File: src/rtl/ft245_sync_bridge.sv
// ft245_sync_bridge: FT2232 FT245 synchronous FIFO master bridging the pins to rx/tx valid/ready byte streams.
// Optional feature macro: FT_SEND_IMMEDIATE_EN (drives fifo_siwu_o from tx_flush_i; otherwise siwu tied high).
module ft245_sync_bridge #(
    parameter int RX_SKID_DEPTH = 4,
    parameter int BURST_MAX     = 64
) (
    input  logic       fifo_clk_i,
    input  logic       reset_n_i,
    input  logic       fifo_rxf_n_i,
    input  logic       fifo_txe_n_i,
    input  logic [7:0] fifo_data_i,
    output logic [7:0] fifo_data_o,
    output logic       fifo_data_oe_o,
    output logic       fifo_oe_n_o,
    output logic       fifo_rd_n_o,
    output logic       fifo_wr_n_o,
    output logic       fifo_siwu_o,
    output logic [7:0] rx_data_o,
    output logic       rx_valid_o,
    input  logic       rx_ready_i,
    input  logic [7:0] tx_data_i,
    input  logic       tx_valid_i,
    output logic       tx_ready_o,
    input  logic       tx_flush_i
);
    localparam int AW = $clog2(RX_SKID_DEPTH);

    typedef enum logic [2:0] {IDLE, RD_OE, RD_BURST, RD_DRAIN, TURN, WR_BURST} state_t;

    state_t      state_q;
    logic        oe_n_q, rd_n_q, wr_n_q, data_oe_q, hv_q, hv_d, last_rx_q;
    logic [7:0]  data_o_q, data_o_d, cnt_q;
    logic [7:0]  mem_q [RX_SKID_DEPTH];
    logic [AW:0] wp_q, rp_q, fill;
    logic        push, pop, room, burst_ok, rd_req, rd_go, wr_req, accept, load, stay;

    // Skid occupancy; keeping two free slots covers the byte that can still land after rd_n is dropped.
    assign fill       = wp_q - rp_q;
    assign room       = fill <= (AW + 1)'(RX_SKID_DEPTH - 2);
    assign push       = !oe_n_q && !rd_n_q && !fifo_rxf_n_i;
    assign rx_valid_o = wp_q != rp_q;
    assign rx_data_o  = mem_q[rp_q[AW-1:0]];
    assign pop        = rx_valid_o && rx_ready_i;

    assign burst_ok = cnt_q < 8'(BURST_MAX);
    assign rd_req   = !fifo_rxf_n_i && room;
    assign rd_go    = rd_req && burst_ok;
    assign wr_req   = !fifo_txe_n_i && (hv_q || tx_valid_i);

    // data_o_q doubles as the tx holding register; a byte leaves it only when the FT2232 takes it.
    assign accept     = !wr_n_q && !fifo_txe_n_i;
    assign tx_ready_o = state_q == WR_BURST && (!hv_q || accept);
    assign load       = tx_ready_o && tx_valid_i;
    assign hv_d       = load || (hv_q && !accept);
    assign data_o_d   = load ? tx_data_i : data_o_q;
    assign stay       = hv_d && !fifo_txe_n_i && burst_ok;

    assign fifo_data_o    = data_o_q;
    assign fifo_data_oe_o = data_oe_q;
    assign fifo_oe_n_o    = oe_n_q;
    assign fifo_rd_n_o    = rd_n_q;
    assign fifo_wr_n_o    = wr_n_q;

    // Skid storage array, written at the push pointer.
    always_ff @(posedge fifo_clk_i) begin
        if (push) mem_q[wp_q[AW-1:0]] <= fifo_data_i;
    end

    // Skid pointers; natural wrap of the extra MSB distinguishes full from empty.
    always_ff @(posedge fifo_clk_i or negedge reset_n_i) begin
        if (!reset_n_i) begin
            wp_q <= '0;
            rp_q <= '0;
        end else begin
            wp_q <= wp_q + (AW + 1)'(push);
            rp_q <= rp_q + (AW + 1)'(pop);
        end
    end

    // Bus FSM with registered pin outputs, burst counting and round-robin arbitration.
    always_ff @(posedge fifo_clk_i or negedge reset_n_i) begin
        if (!reset_n_i) begin
            state_q   <= IDLE;
            oe_n_q    <= 1'b1;
            rd_n_q    <= 1'b1;
            wr_n_q    <= 1'b1;
            data_oe_q <= 1'b0;
            data_o_q  <= 8'h00;
            hv_q      <= 1'b0;
            cnt_q     <= 8'h00;
            last_rx_q <= 1'b0;
        end else begin
            hv_q     <= hv_d;
            data_o_q <= data_o_d;
            case (state_q)
                IDLE: begin
                    if (rd_req && !(wr_req && last_rx_q)) begin
                        state_q   <= RD_OE;
                        oe_n_q    <= 1'b0;
                        cnt_q     <= 8'h00;
                        last_rx_q <= 1'b1;
                    end else if (wr_req) begin
                        state_q   <= WR_BURST;
                        data_oe_q <= 1'b1;
                        cnt_q     <= 8'h00;
                        last_rx_q <= 1'b0;
                    end
                end
                RD_OE, RD_BURST: begin
                    rd_n_q  <= !rd_go;
                    cnt_q   <= cnt_q + 8'(rd_go);
                    state_q <= (state_q == RD_OE || rd_go) ? RD_BURST : RD_DRAIN;
                end
                RD_DRAIN: begin
                    oe_n_q  <= 1'b1;
                    state_q <= TURN;
                end
                TURN: state_q <= IDLE;
                WR_BURST: begin
                    wr_n_q <= !stay;
                    cnt_q  <= cnt_q + 8'(stay);
                    if (!stay) begin
                        data_oe_q <= 1'b0;
                        state_q   <= TURN;
                    end
                end
                default: state_q <= IDLE;
            endcase
        end
    end

`ifdef FT_SEND_IMMEDIATE_EN
    logic flush_q, siwu_q, fire;

    // Fire at the end of a write burst, or straight away when idle with nothing left to send.
    assign fire = (flush_q || tx_flush_i) &&
                  ((state_q == WR_BURST && !stay) || (state_q == IDLE && !hv_q && !tx_valid_i));
    assign fifo_siwu_o = siwu_q;

    // Flush latch and one-cycle siwu pulse.
    always_ff @(posedge fifo_clk_i or negedge reset_n_i) begin
        if (!reset_n_i) begin
            flush_q <= 1'b0;
            siwu_q  <= 1'b1;
        end else begin
            flush_q <= (flush_q || tx_flush_i) && !fire;
            siwu_q  <= !fire;
        end
    end
`else
    logic unused_flush;

    assign unused_flush = tx_flush_i;
    assign fifo_siwu_o  = 1'b1;
`endif

endmodule
File: config.mk
export PLATFORM = sky130hd
export DESIGN_NAME = ft245_sync_bridge
export DESIGN_NICKNAME = d
export VERILOG_FILES = /design/src/rtl/ft245_sync_bridge.sv
export SDC_FILE = /design/constraint.sdc
export NUM_CORES = 1
export LEC_CHECK = 0
export CAP_MARGIN = 30
export CORE_ASPECT_RATIO = 1.25
export CORE_MARGIN = 5
export CORE_UTILIZATION = 55
export DETAILED_ROUTE_END_ITERATION = 16
export GPL_TIMING_DRIVEN = 0
export PLACE_DENSITY_LB_ADDON = 0.12
export SLEW_MARGIN = 20
export SYNTH_ARGS = -nofsm -noshare
export SYNTH_HDL_FRONTEND = slang
export SYNTH_SLANG_ARGS = --single-unit
File: constraint.sdc
create_clock -name fifo_clk_i -period 4.8 [get_ports fifo_clk_i]
set_clock_uncertainty 0.2 [all_clocks]
set_input_delay 0.72 -clock fifo_clk_i [delete_from_list [all_inputs] [get_ports fifo_clk_i]]
set_output_delay 0.72 -clock fifo_clk_i [all_outputs]
set_load 0.02 [all_outputs]
==> run metrics, run 1 <==
worst path bufs/invs 2; FMAX 256.1 MHz; Routability Congestion 0.8081; Post-synth top cells 32 x edfxtp_1, 28 x dfrtp_1, 9 x mux2_2; CP Launch Type flip-flop; switching power 819.6 µW; GRT Total Usage 18.38%; Top Ports 46; Yosys top cell by area edfxtp_1; root buf cell clkbuf_8; layout cells sized above 1 19.46%; core area 5044 µm²; Async SR Flop Fraction 49.21%; Max stage delay on crit path 460 ps; Final Hold Vio Count 0; post-route insts no fill 319; drc violations 0; vias in the first global route 1858; CP arrival 3960 ps; worst hold path class in2async; Comb pwr share 44.9%; Fill cells 361; clock buffer depth 2; Post-Syn Instances 198; n_diodes 0; initial DRC count 65; Synth Register Bits 63; initial core utilization 56.59%; min Tclk post-route 3905 ps; via count 1802; Hold-fix buffers, CTS 0; Crit. End Element flip-flop; dpl hpwl 3.900 mm; Total Die Area 6739 µm²; Post-CTS Setup Bufs 0; area of the mapped netlist 2854 µm²; Final nets 284; RSZ-0062 raised after global routing no; fin area 3563 µm²; Slew @ Worst Pin 718.7 ps; pwr dens 624.3 nW/µm²; DR pass1 iterations 4; initial antenna violation count 0; ys flop type edfxtp_1; max-cap violations 0; CTS tree yes; ranking of synthesized cells by area edfxtp_1 34%, dfrtp_1 25%, mux4_2 6.3%; first-pass GRT wire length 9.259 mm; post-synthesis cell type count 48; Die Ht 90.54 µm; # setup viols final 0; CTS H-tree depth 3; sequential fraction of the synthesis area 60.98%; Layout area overhead 24.86%; clock sinks 63; Seq pwr share 34.9%; Top delay family on crit path simple AND/OR/NAND/NOR gates; routed wire length 5.455 mm; Resize count post-CTS 0; slew margin rel. 51.88%; Synth Area per Inst 14.41 µm²; drt wl/cell 17.10 µm; EDFF count, synth 32; PortBufs 43; CP max FO 9; Most Frequent Cell on Critical Path ha_1; Leak Pwr 0.001367 µW; Pins Over Slew Limit 0; placed insts 303; setup TNS 0 ps; Die X 74.43 µm; CP startpoint rp_q[1]; routed vias/inst 5.649; CP max-delay cell fa_1; Final Cycle Share 81.36%; RR Startpoint rp_q[1]; Clock power frac 20.3%; top-count cell post-synth edfxtp_1; Antenna Nets Post-Route 0; row count 29; Reg clk slew, reported paths 70 ps; critical path required time 4860 ps; Synthesis Warnings 0; total power 2225 µW; VDD IR-drop max 467.9 µV; crit-path cells clkbuf_1 > inv_1 > fa_1 > or2b_1 > nand3_1 > or3_1 > o21bai_1 > ha_1 > ha_1 > nand2_1 > or4_1 > a21oi_1; syn nets 230; clock buffer count from CTS 9; total global routing overflow 0; status finished, final reports clean; largest net degree at the start of global routing 32; top cell type's share of synthesized area 33.67%; Switching Fraction 36.84%; Pint 1405 µW; clk_lat worst skew 340 ps; Cell Area, Placed 3367 µm²; Crit Path Class reg2reg
power groups by stage:
stage | combinational [µW] | clock, µW | sequential (µW)
5_1_grt | 1090 | 483 | 793
3_3_place_gp | 988 | 0 | 779
2_1_floorplan | 604 | 0 | 827
6_report | 998 | 451 | 776
4_1_cts | 1010 | 460 | 778
3_5_place_dp | 1000 | 0 | 788
layer usage:
| layer | share of wire (%) | wire (µm) | GRT usage (%) |
|---|---|---|---|
| met3 | 4.3 | 236 | 5.679 |
| met4 | 0.97 | 53 | 6.231 |
| met5 | 0 | 0 | 0 |
| met1 | 41 | 2210 | 22.58 |
| met2 | 54 | 2953 | 30.21 |
registers in the layout, indices dropped and copies added, names as in the netlist, 3 cells and up:
register,cells
cnt_q,8
fifo_data_o,8
mem_q,32
rp_q,3
state_q,3
wp_q,3
layout make-up:
cell class | instances | area [µm²] | share of cell area [%]
flip-flops and latches | 63 | 1740 | 48.84
clock buffers | 9 | 123.9 | 3.476
repair buffers | 43 | 425.4 | 11.94
inverters | 6 | 22.52 | 0.6320
well taps | 62 | 77.57 | 2.177
plain buffers | 9 | 37.54 | 1.053
clock inverters | 7 | 72.57 | 2.037
multi-input cells | 120 | 1064 | 29.85
cells by family after synthesis:
logic type | count (synthesis) | share of synthesized area, %
AO/OA/AOI/OAI | 41 | 10.87
XOR/XNOR | 5 | 2.104
flip-flops | 63 | 60.98
AND/OR/NAND/NOR | 44 | 8.680
other | 1 | 0.1314
multiplexers | 20 | 10.92
adder cells (fa/ha/maj) | 9 | 4.209
buffers and inverters | 15 | 2.104
worst reg2reg max path, delay by kind of cell (launching register included):
family          cells  cell delay (ps)
simple gates        5             1400
compound gates      2              340
buf+inv             2              600
fa+ha+maj           3              930
flops               1              350
cell usage in the layout (no fill, tap or decap), types with 7 or more instances in the layout:
| cell | Yosys | final |
|---|---|---|
| ha_1 | 8 | 8 |
| dfrtp_1 | 28 | 28 |
| nand2_1 | 8 | 8 |
| a21oi_1 | 7 | 7 |
| mux2_2 | 9 | 9 |
| mux4_2 | 8 | 8 |
| edfxtp_1 | 32 | 32 |
| clkbuf_8 | 0 | 9 |
| clkbuf_1 | 8 | 8 |
| clkdlybuf4s50_1 | 0 | 42 |
worst paths after layout:
| path | end | slack (ps) | cells after the start |
|---|---|---|---|
| max | cnt_q[4] | 890 | 12 |
| min | rp_q[2] | 220 | 1 |
| max reg2reg | cnt_q[4] | 890 | 12 |
| min reg2reg | rp_q[1] | 310 | 1 |
| max in group asynchronous | fifo_data_o[4] | 3710 | 1 |
| min in group fifo_clk_i | rp_q[1] | 310 | 1 |
through the flow:
step | hold slack, ps | util [%] | worst slack, ps
4_1_cts | 236.3 | 70.65 | 872.9
5_1_grt | 275.2 | 70.65 | 519.5
6_report | 224.0 | 70.65 | 894.7
2_1_floorplan | 224.4 | - | 1521
3_3_place_gp | 286.8 | 66.66 | 926.3
3_5_place_dp | 293.4 | 66.76 | 901.1
(Power assumes the default switching activity.)
==> run 2, diff against run 1 <==
Settings changed: CORE_UTILIZATION 55 to 48.
Clock period 4.8 ns to 3.2 ns, I/O delays scaled along.
==> run metrics, run 2 (same netlist as run 1, synthesis figures left out) <==
status finished, final reports clean; Pins Over Slew Limit 0 (unchanged); initial antenna violation count 0 (unchanged); GRT Total Usage 16.38% (-2.0 points); root buf cell clkbuf_8; FMAX 316.6 MHz (+24%); n_diodes 0 (unchanged); CP Launch Type flip-flop; Cell Area, Placed 3401 µm² (+1.0%); switching power 1341 µW (+64%); dpl hpwl 3.930 mm (+0.75%); largest net degree at the start of global routing 21 (-34%); Hold Slack 310.3 ps (+86.32 ps); VDD IR-drop max 481.7 µV (+2.9%); initial core utilization 49.38% (-7.2 points); slew margin rel. 50.50% (-1.4 points); clock sinks 63 (unchanged); Clock power frac 16.8% (-3.5 points); Comb pwr share 50.8% (+5.9 points); layout cells sized above 1 29.52% (+10 points); placed insts 308 (+1.7%); Multi-input gate area 1161 µm² (+9.2%); core area 5779 µm² (+15%); Fill cells 441 (+22%); Top Ports 46 (unchanged); worst path bufs/invs 1 (-1); drt wl/cell 17.16 µm (+0.33%); initial DRC count 84 (+29%); CP max FO 3 (-6); commonest non-fill, non-tap cell in the layout clkdlybuf4s50_1; Most Frequent Cell on Critical Path ha_4; Final Hold Vio Count 0 (unchanged); Seq pwr share 32.4% (-2.5 points); sequential cell area 1740 µm² (unchanged); Max stage delay on crit path 420 ps (-40 ps); Crit Path Class reg2reg; routed vias/inst 5.703 (+0.96%); fin area 3781 µm² (+6.1%); Total Die Area 7598 µm² (+13%); Leak Pwr 0.001447 µW (+5.9%); drc violations 0 (unchanged); fin util 65.43% (-5.2 points); Routability Congestion 0.8031 (-0.62%); # setup viols final 0 (unchanged); PortBufs 43 (unchanged); Final nets 298 (+4.9%); crit-path cells ha_4 > inv_2 > fa_2 > or2b_4 > nand3_4 > or3_4 > o21bai_4 > ha_4 > and3_4 > nand4_1 > or4_1 > a21oi_1; Top delay family on crit path simple AND/OR/NAND/NOR gates; CTS tree yes; clock buffer depth 2 (unchanged); Die X 78.97 µm (+6.1%); Die Ht 96.21 µm (+6.3%); RSZ-0062 raised after global routing yes; Layout area overhead 32.49%; post-route insts no fill 337 (+5.6%); row count 31 (+6.9%); Pint 2258 µW (+61%); routed wire length 5.782 mm (+6.0%); clock buffer count from CTS 9 (unchanged); setup TNS 0 ps (unchanged); Final Cycle Share 98.69% (+17 points); Crit. End Element flip-flop; most frequent cells in the layout 42 x clkdlybuf4s50_1, 32 x edfxtp_1, 28 x dfrtp_1; pwr dens 951.8 nW/µm² (+52%); min Tclk post-route 3158 ps (-747.1 ps); DR pass1 iterations 4 (unchanged); Reg clk slew, reported paths 80 ps (about the same); Switching Fraction 37.26% (+0.42 points); max reg flops 32 (unchanged); total global routing overflow 0 (unchanged); CP max-delay cell dfrtp_1; worst hold path class reg2reg; via count 1922 (+6.7%); Antenna Nets Post-Route 0 (unchanged); first-pass GRT wire length 9.425 mm (+1.8%); critical path required time 3260 ps (-1600 ps); max-cap violations 0 (unchanged); vias in the first global route 1993 (+7.3%); clk_lat worst skew 340 ps (about the same); Slew @ Worst Pin 739.2 ps (+20.49 ps); CP arrival 3220 ps (-740 ps); CTS H-tree depth 3 (unchanged)
==> run 2: cell count changes in the layout (fill, tap and decap cells not counted), sizes merged <==
cell / change
dlygate4sd3: +1
clkinv: +2
bufinv: -1
clkinvlp: -1
buf: +13
==> run 2: power groups by stage <==
stage                     sequential (µW)  combinational [µW]  clock [µW]
after floorplan                      1240                 908           0
after global placement               1170                1490           0
after detailed placement             1180                1510           0
after CTS                            1160                1730         616
after global routing                 1190                1990         651
final                                1170                1830         605
==> run 2: timing repair <==
item | CTS | global route
setup buffers | 9 | 3
gates cloned | 0 | 0
pin swaps | 11 | 5
resized for setup | 19 | 6
endpoints found under the hold margin | 11 | 0
setup endpoints to repair | 8 | 8
hold buffers | 1 | 0
==> run 2: worst min-delay path, delay by kind of cell (launching register included) <==
kind	cells	cell delay (ps)
flops	1	360
compound gates	1	70
simple gates	1	50
==> run 2: area by class of cell <==
cell class	count	share of cell area (%)
inverters	6	0.5956
clock inverters	7	1.291
repair buffers	57	14.63
flip-flops and latches	63	46.03
well taps	66	2.184
multi-input cells	120	30.71
clock buffers	9	3.276
plain buffers	9	1.291
==> run 2: final timing paths <==
| kind | slack (ps) | from | endpoint | depth (start not counted) |
|---|---|---|---|---|
| worst max-delay path | 40 | rp_q[0] | cnt_q[7] | 12 |
| worst min-delay path | 310 | fifo_data_oe_o | fifo_data_oe_o | 2 |
| worst min register to register | 310 | fifo_data_oe_o | fifo_data_oe_o | 2 |
| worst max register to register | 40 | rp_q[0] | cnt_q[7] | 12 |
| min in group asynchronous | 370 | reset_n_i | cnt_q[1] | 2 |
| max in group asynchronous | 1940 | reset_n_i | fifo_wr_n_o | 3 |
==> run 2: metal layers <==
metal	track usage, %	vias to the layer above	routed length [µm]
met5	0	-	0
li1	-	900	-
met3	3.371	11	216
met4	8.309	0	125
met2	29.28	36	3157
met1	18.51	975	2283
==> run 2: metrics by stage <==
| step | total power [µW] | setup slack (ps) |
|---|---|---|
| after CTS | 3515 | -158.8 |
| final | 3599 | 41.80 |
| after global routing | 3832 | -80.08 |
| after global placement | 2663 | -462.4 |
| after detailed placement | 2690 | -428.9 |
| after floorplan | 2149 | 60.73 |
